**src/rtl/reset_gen_pkg.sv**
```systemverilog
// Shared definitions for the reset generator: FSM states, reset-cause codes
// and the counter-width helper used by the top level and the debouncer.
package reset_gen_pkg;

   typedef enum logic [1:0] {
      ST_ASSERT       = 2'd0,
      ST_WAIT_RELEASE = 2'd1,
      ST_RUN          = 2'd2
   } state_t;

   localparam logic [1:0] CAUSE_POR  = 2'b00;
   localparam logic [1:0] CAUSE_BTN  = 2'b01;
   localparam logic [1:0] CAUSE_SW   = 2'b10;
   localparam logic [1:0] CAUSE_WDOG = 2'b11;

   // Bits needed to count 0..n-1, never less than one.
   function automatic int cnt_width(input int n);
      return (n <= 2) ? 1 : $clog2(n);
   endfunction

endpackage

```
**src/rtl/btn_debounce.sv**
```systemverilog
// Front-panel button conditioning: 2-flop synchronizer followed by a debouncer
// that accepts a new level after DEBOUNCE_CYCLES identical synchronized samples.
module btn_debounce
   import reset_gen_pkg::*;
#(
   parameter int DEBOUNCE_CYCLES = 8
) (
   input  logic clock,
   input  logic rst_n,
   input  logic btn_n,
   output logic pressed
);

   localparam int DW = cnt_width(DEBOUNCE_CYCLES);
   localparam logic [DW-1:0] DB_LAST = DW'(DEBOUNCE_CYCLES - 1);

   logic          sync1_q, sync1_d;
   logic          sync2_q, sync2_d;
   logic          level_q, level_d;
   logic [DW-1:0] cnt_q, cnt_d;

   // The count only runs while the synchronized input disagrees with the
   // accepted level, so any bounce back to the old level restarts it.
   always_comb begin
      sync1_d = btn_n;
      sync2_d = sync1_q;
      level_d = level_q;
      cnt_d   = '0;
      if (sync2_q != level_q) begin
         if (cnt_q == DB_LAST) level_d = sync2_q;
         else                  cnt_d   = cnt_q + 1'b1;
      end
   end

   always_ff @(posedge clock or negedge rst_n) begin
      if (!rst_n) begin
         sync1_q <= 1'b1;
         sync2_q <= 1'b1;
         level_q <= 1'b1;
         cnt_q   <= '0;
      end else begin
         sync1_q <= sync1_d;
         sync2_q <= sync2_d;
         level_q <= level_d;
         cnt_q   <= cnt_d;
      end
   end

   assign pressed = ~level_q;

endmodule

```
**src/rtl/reset_gen.sv**
```systemverilog
// System reset generator for the Z8S180 board: POR, debounced button, software
// and (with RESET_GEN_WDOG_EN defined) watchdog reset sources.
module reset_gen
   import reset_gen_pkg::*;
#(
   parameter int HOLD_CYCLES     = 16,
   parameter int DEBOUNCE_CYCLES = 8,
   parameter int WDOG_CYCLES     = 1000000
) (
   input  logic       clock,
   input  logic       rst_n,
   input  logic       btn_n,
   input  logic       sw_req,
   input  logic       wdog_kick,
   output logic       cpu_rst_n,
   output logic [1:0] rst_cause
);

   localparam int HW = cnt_width(HOLD_CYCLES);
   localparam logic [HW-1:0] HOLD_LAST = HW'(HOLD_CYCLES - 1);

   state_t        state_q, state_d;
   logic [HW-1:0] hold_q, hold_d;
   logic [1:0]    cause_q, cause_d;
   logic          cpu_rst_n_q, cpu_rst_n_d;
   logic          btn_pressed;
   logic          wdog_timeout;

   btn_debounce #(.DEBOUNCE_CYCLES(DEBOUNCE_CYCLES)) u_btn (
      .clock   (clock),
      .rst_n   (rst_n),
      .btn_n   (btn_n),
      .pressed (btn_pressed)
   );

`ifdef RESET_GEN_WDOG_EN
   localparam int WW = cnt_width(WDOG_CYCLES);
   localparam logic [WW-1:0] WDOG_LAST = WW'(WDOG_CYCLES - 1);

   logic [WW-1:0] wdog_q, wdog_d;

   assign wdog_timeout = (state_q == ST_RUN) && (wdog_q == WDOG_LAST);

   always_comb begin
      wdog_d = '0;
      if (state_q == ST_RUN && !wdog_kick && !wdog_timeout) wdog_d = wdog_q + 1'b1;
   end

   always_ff @(posedge clock or negedge rst_n) begin
      if (!rst_n) wdog_q <= '0;
      else        wdog_q <= wdog_d;
   end
`else
   logic [1:0] unused_wdog;
   assign unused_wdog  = {wdog_kick, WDOG_CYCLES[0]};
   assign wdog_timeout = 1'b0;
`endif

   always_comb begin
      state_d     = state_q;
      hold_d      = hold_q;
      cause_d     = cause_q;
      cpu_rst_n_d = cpu_rst_n_q;
      case (state_q)
         ST_ASSERT: begin
            cpu_rst_n_d = 1'b0;
            hold_d      = hold_q + 1'b1;
            if (hold_q == HOLD_LAST) begin
               hold_d = '0;
               if (btn_pressed) begin
                  state_d = ST_WAIT_RELEASE;
               end else begin
                  state_d     = ST_RUN;
                  cpu_rst_n_d = 1'b1;
               end
            end
         end
         ST_WAIT_RELEASE: begin
            cpu_rst_n_d = 1'b0;
            if (!btn_pressed) begin
               state_d     = ST_RUN;
               cpu_rst_n_d = 1'b1;
            end
         end
         ST_RUN: begin
            cpu_rst_n_d = 1'b1;
            if (btn_pressed || wdog_timeout || sw_req) begin
               state_d     = ST_ASSERT;
               hold_d      = '0;
               cpu_rst_n_d = 1'b0;
               // Button wins over watchdog, watchdog over software.
               if (btn_pressed)       cause_d = CAUSE_BTN;
               else if (wdog_timeout) cause_d = CAUSE_WDOG;
               else                   cause_d = CAUSE_SW;
            end
         end
         default: begin
            state_d     = ST_ASSERT;
            hold_d      = '0;
            cpu_rst_n_d = 1'b0;
         end
      endcase
   end

   always_ff @(posedge clock or negedge rst_n) begin
      if (!rst_n) begin
         state_q     <= ST_ASSERT;
         hold_q      <= '0;
         cause_q     <= CAUSE_POR;
         cpu_rst_n_q <= 1'b0;
      end else begin
         state_q     <= state_d;
         hold_q      <= hold_d;
         cause_q     <= cause_d;
         cpu_rst_n_q <= cpu_rst_n_d;
      end
   end

   assign cpu_rst_n = cpu_rst_n_q;
   assign rst_cause = cause_q;

endmodule

```
**config.mk**
```make
export PLATFORM = sky130hd
export DESIGN_NAME = reset_gen
export DESIGN_NICKNAME = d
export VERILOG_FILES = /design/src/rtl/reset_gen_pkg.sv /design/src/rtl/btn_debounce.sv /design/src/rtl/reset_gen.sv
export SDC_FILE = /design/constraint.sdc
export NUM_CORES = 1
export LEC_CHECK = 0
export BUFFER_PORTS_ARGS = -buffer_cell sky130_fd_sc_hd__buf_2
export CELL_PAD_IN_SITES_DETAIL_PLACEMENT = 0
export CELL_PAD_IN_SITES_GLOBAL_PLACEMENT = 1
export CORE_MARGIN = 2
export CORE_UTILIZATION = 40
export CTS_CLUSTER_DIAMETER = 150
export DETAILED_ROUTE_END_ITERATION = 6
export PLACE_DENSITY = 0.71
export SLEW_MARGIN = 5
export SYNTH_ARGS = -nofsm -noshare
export SYNTH_HDL_FRONTEND = slang
export SYNTH_SLANG_ARGS = --single-unit
```
**constraint.sdc**
```tcl
create_clock -name clock -period 2.3 [get_ports clock]
set_input_delay 0.46 -clock clock [delete_from_list [all_inputs] [get_ports clock]]
set_output_delay 0.46 -clock clock [all_outputs]
set_load 0.01 [all_outputs]
```
# ---- Yosys cells after proc, flatten, opt, wreduce, memory -nomap -nowiden
# Cells that the tools add are included.
dict set report word_totals {
  reg_bits 15
  in_bits 5
  output_inout_bits 3
  wordCells 40
}
dict set report classes {
  addsub 2
  n_eq_ne 8
  muxes 14
  bitwise 2
  n_reduce_logical 6
}
# operator n
set ops {}
lappend ops {{4-bit one-hot mux with 3 select lines} 1}
lappend ops {{2-bit 2-to-1 mux} 4}
lappend ops {{4-bit 2-to-1 mux} 2}
lappend ops {{3-bit 2-to-1 mux} 2}
lappend ops {{2-bit one-hot mux with 3 select lines} 1}
lappend ops {{2-bit AND reduction} 3}
lappend ops {{4-bit by 1-bit adder with 4-bit output (second input constant)} 1}
lappend ops {{4-bit equality test (second input constant)} 1}
lappend ops {{2-bit inequality test (second input constant)} 2}
lappend ops {{3-bit by 1-bit adder with 3-bit output (second input constant)} 1}
lappend ops {{3-bit equality test (second input constant)} 1}
lappend ops {{1-bit 2-to-1 mux} 3}
lappend ops {{1-bit one-hot mux with 3 select lines} 1}
lappend ops {{3-bit AND reduction} 1}
lappend ops {{2-bit by 1-bit equality test with 1-bit output (second input constant)} 1}
lappend ops {{2-bit equality test (second input constant)} 1}
lappend ops {{2-bit logical NOT} 1}
lappend ops {{2-bit by 1-bit inequality test with 1-bit output (second input constant)} 1}
lappend ops {{1-bit inverter} 2}
lappend ops {{1-bit logical OR} 1}
lappend ops {{1-bit inequality test} 1}

# ---- Depth between registers and ports, before layout
dict set report logic_depth {
  word_depth 4
  mapped_depth 4
  ltp_nobuf 4
}

# ---- By module
# A second synthesis with hierarchy kept.
dict set report unflattened {
  cells_unflattened 49
  area_unflattened_um2 649.4
}
# module instances cells_per_inst area_each_um2 seq_area_each_um2
set by_module_without_submodules {}
lappend by_module_without_submodules {reset_gen 1 34 421.7 225.2}
lappend by_module_without_submodules {btn_debounce 1 15 227.7 153.9}

# ---- Least setup slack after synthesis
# Ideal clock, no wire load.
dict set report synth_path {
  path_kind {register -> register}
  from {reg hold_q[0]}
  to {reg hold_q[3]}
  setup_ns 0.082
  arrival_ns 1.297
  t_required_ns 2.218
  slack_ns 0.921
  stages_incl_launch_ff 5
  path_buffers 0
  synth_period_minus_slack_ns 1.379
  path_cell_list {dfrtp_1 -> ha_1 -> a311oi_4 -> a41oi_1 -> a31oi_1}
}
dict set report synth_between {
  elab_chain_len 3
  word_cells_on_any_way 4
  classes_between {1 x add/sub; 1 x eq/ne; 2 x mux}
}
# element line_no
set synth_lines {}
lappend synth_lines {{from (decl)} reset_gen.sv:23} ;# logic [HW-1:0] hold_q, hold_d;
lappend synth_lines {{from (signal assigned)} reset_gen.sv:113} ;# hold_q <= hold_d;
lappend synth_lines {{4-bit by 1-bit adder with 4-bit output / 4-bit equality test (equally long branches)} {reset_gen.sv:67, reset_gen.sv:68}}
lappend synth_lines {{4-bit 2-to-1 mux (*)} reset_gen.sv:68} ;# if (hold_q == HOLD_LAST) begin
lappend synth_lines {{4-bit one-hot mux with 3 select lines (*)} reset_gen.sv:64} ;# case (state_q)
# Every way passes the cells marked *; elsewhere a longest branch is shown, timed or not.
# A chain may end at the register's enable or synchronous reset.

# ---- Worst setup path after layout
# Ends and elaborated chain as after synthesis.

==> summary.md <==
| Metric | Value |
|---|---|
| Area of placed instances | `678 sq um` |
| TritonCTS Buffers | `3` |
| Async SR Flop Fraction | `100%` |
| Antenna diode count | `0` |
| Finished Cell Area | `708 sq um` |
| Setup TNS | `0 ns` |
| H-tree depth | `1` |
| Max_cap viols | `0` |
| Clock skew | `0.00142 ns` |
| Synth cell count leaders | `12 x dfrtp_1, 6 x nor2_1` |
| Clock sinks | `15` |
| Drt first pass iters | `4` |
| R2R setup slack | `0.79 ns` |
| Relative slew slack | `76.2%` |
| Synth unique cells | `22` |
| CP required | `2.51 ns` |
| Maximum clock frequency | `662 MHz` |
| Post-synth EDFFs | `0` |
| CTS Hold Bufs | `0` |
| Post-DRT Antenna Nets | `0` |
| Power density cells | `1280 mW/mm^2` |
| Count leader, synth | `dfrtp_1` |
| Pleak | `0.340 nW` |
| Top cell type by total area after synthesis | `dfrtp_1` |
| R2r startpoint | `hold_q[0]` |
| Worst r2r dst | `hold_q[3]` |
| #FFs+latches synth | `15` |
| Die height | `43.6 um` |
| Share of layout cells above drive strength 1 | `23.3%` |
| Final period utilization | `65.6%` |
| RD Place Congestion | `0.754` |
| Die W | `43.6 um` |
| Core area | `0.00149 sq mm` |
| Syn Nets | `58` |
| I/O pin total | `8` |
| Pins Over Slew Limit | `0` |
| Setup crit end | `hold_q[3]` |
| CP Class | `reg -> reg` |
| Clock latency on the worst-skew pair | `0.28 ns` |
| RSZ-0062 raised after global routing | `false` |
| Minimum hold slack | `0.0540 ns` |
| CTS tree | `built` |
| Initial antenna violation count | `0` |
| Pwr Total | `0.000907 W` |
| PostCTS Resize Cnt | `0` |
| Worst Hold Class | `in -> async` |
| Clock Tree Root | `clkbuf_4` |
| Global route overflow | `0` |
| Crit path from | `hold_q[0]` |
| Initial Util | `42.2%` |
| Synthesized area | `628 sq um` |
| Outcome | `finished clean` |
| CP arrival | `1.72 ns` |
| Count of final hold-check violations | `0` |
| Area share of the largest cell type after synthesis | `47.8%` |
| Postcts setup bufs | `0` |
| Slew @ Worst Pin | `0.357 ns` |
| Register area share after synthesis | `60.4%` |
| Largest net degree at the start of global routing | `16` |
| Setup crit start kind | `register` |
| Number of global-route vias before repair | `384` |
| Max Root-Sink Buffers | `2` |
| FF-to-FF path depth | `4` |
| Post-DR vias/cell | `5.20` |
| CP Capture Type | `register` |
| Via count | `395` |
| WL per Instance | `12.4 um` |
| Synthesized instance count | `50` |
| Port bufs | `6` |
| Main synth FF type | `dfrtp_1` |
| Total GRT Usage | `13.1%` |
| Die ar. | `0.00190 sq mm` |
| Worst-path clk slew | `0.09 ns` |
| Nets | `69` |
| # setup viols final | `0` |
| Yosys warnings | `0` |
| Tmin final | `1.51 ns` |
| First-pass GRT wire length | `1.73 mm` |
| Row Count | `14` |
| Final routed DRC violation total | `0` |
| Routed Wire Length | `941 um` |
| Avg Inst Size Synth | `12.6 sq um` |
| Max VDD drop | `0.542 mV` |
| Top post-synthesis cells by area | `dfrtp_1 48%, dfstp_2 13%, ha_1 6.0%` |
| Area grow syn2layout | `12.7%` |
| DRT iter0 DRCs | `5` |
| Crit path max fanout | `6` |
==> how the worst min path moves through the flow <==
stage,to,cells past startpoint
2_1_floorplan,cpu_rst_n,0
4_1_cts,hold_q[0],1
5_1_grt,hold_q[0],1
6_report,state_q[0],1
3_5_place_dp,u_btn.sync2_q,0
3_3_place_gp,u_btn.sync2_q,0
==> report_power, final <==
part	internal [W]	switching [W]
registers	0.000364	0.0000960
clock network	0.0000661	0.0000885
logic	0.000149	0.000144
total	0.000579	0.000328
==> registers in the layout (all words and copies together) (netlist names) <==
signal and count:
cpu_rst_n 1, u_btn.sync1_q 1, u_btn.level_q 1, state_q 2
u_btn.sync2_q 1, rst_cause 2, u_btn.cnt_q 3, hold_q 4
==> layout by cell type (no fill, tap or decap) <==
| master | count |
|---|---|
| a21o_1 | 1 |
| a21oi_1 | 2 |
| a22o_1 | 2 |
| a311oi_4 | 1 |
| a31oi_1 | 1 |
| a41oi_1 | 1 |
| and2_1 | 2 |
| buf_2 | 6 |
| clkbuf_4 | 3 |
| clkinvlp_4 | 1 |
| dfrtp_1 | 12 |
| dfstp_2 | 3 |
| ha_1 | 3 |
| mux2_1 | 1 |
| nand2_1 | 3 |
| nand2b_1 | 3 |
| nand3_1 | 1 |
| nor2_1 | 6 |
| nor2b_1 | 1 |
| nor3_1 | 1 |
| nor3b_1 | 1 |
| o21a_1 | 1 |
| o21ai_0 | 1 |
| o21ai_1 | 1 |
| xor2_1 | 2 |
==> area by class of cell <==
cell class | instances | area, sq um
Multi-Input combinational cell | 35 | 249
Clock buffer | 3 | 22.5
Sequential cell | 15 | 379
Timing Repair Buffer | 6 | 30.0
Fill cell | 146 | 781
Tap cell | 16 | 20.0
Clock inverter | 1 | 7.51
==> stage by stage <==
stage	worst slack (ns)	std cells	utilization, %
final	0.790	76	47.6
after floorplan	0.921	50	-
after global routing	0.677	76	47.6
after detailed placement	0.790	72	45.5
after global placement	0.800	72	45.5
after CTS	0.772	76	47.6
==> per-layer routing <==
metal  routed length (um)  vias up  global-route usage [%]
met5                    0        -                       0
met4                   15        0                    7.27
met3                   56        2                    6.25
met2                  378       10                    17.9
met1                  490      187                    16.9
li1                     -      196                       -
==> critical path, stage by stage, from the launching register on <==
cell and delay [ns]:
dfrtp_1 0.43, ha_1 0.27, a311oi_4 0.42, a41oi_1 0.16
a31oi_1 0.17
==> logic make-up (layout without fill, tap and decap cells) <==
family          after synthesis  after routing  share of synthesized area, %
mux                           1              1                          1.79
simple gates                 18             18                          14.1
buf+inv                       0             10                             0
xor+xnor                      2              2                          2.79
flops                        15             15                          60.4
fa+ha+maj                     3              3                          5.98
compound gates               11             11                          14.9
No activity file was read; power rests on OpenSTA's default activity.
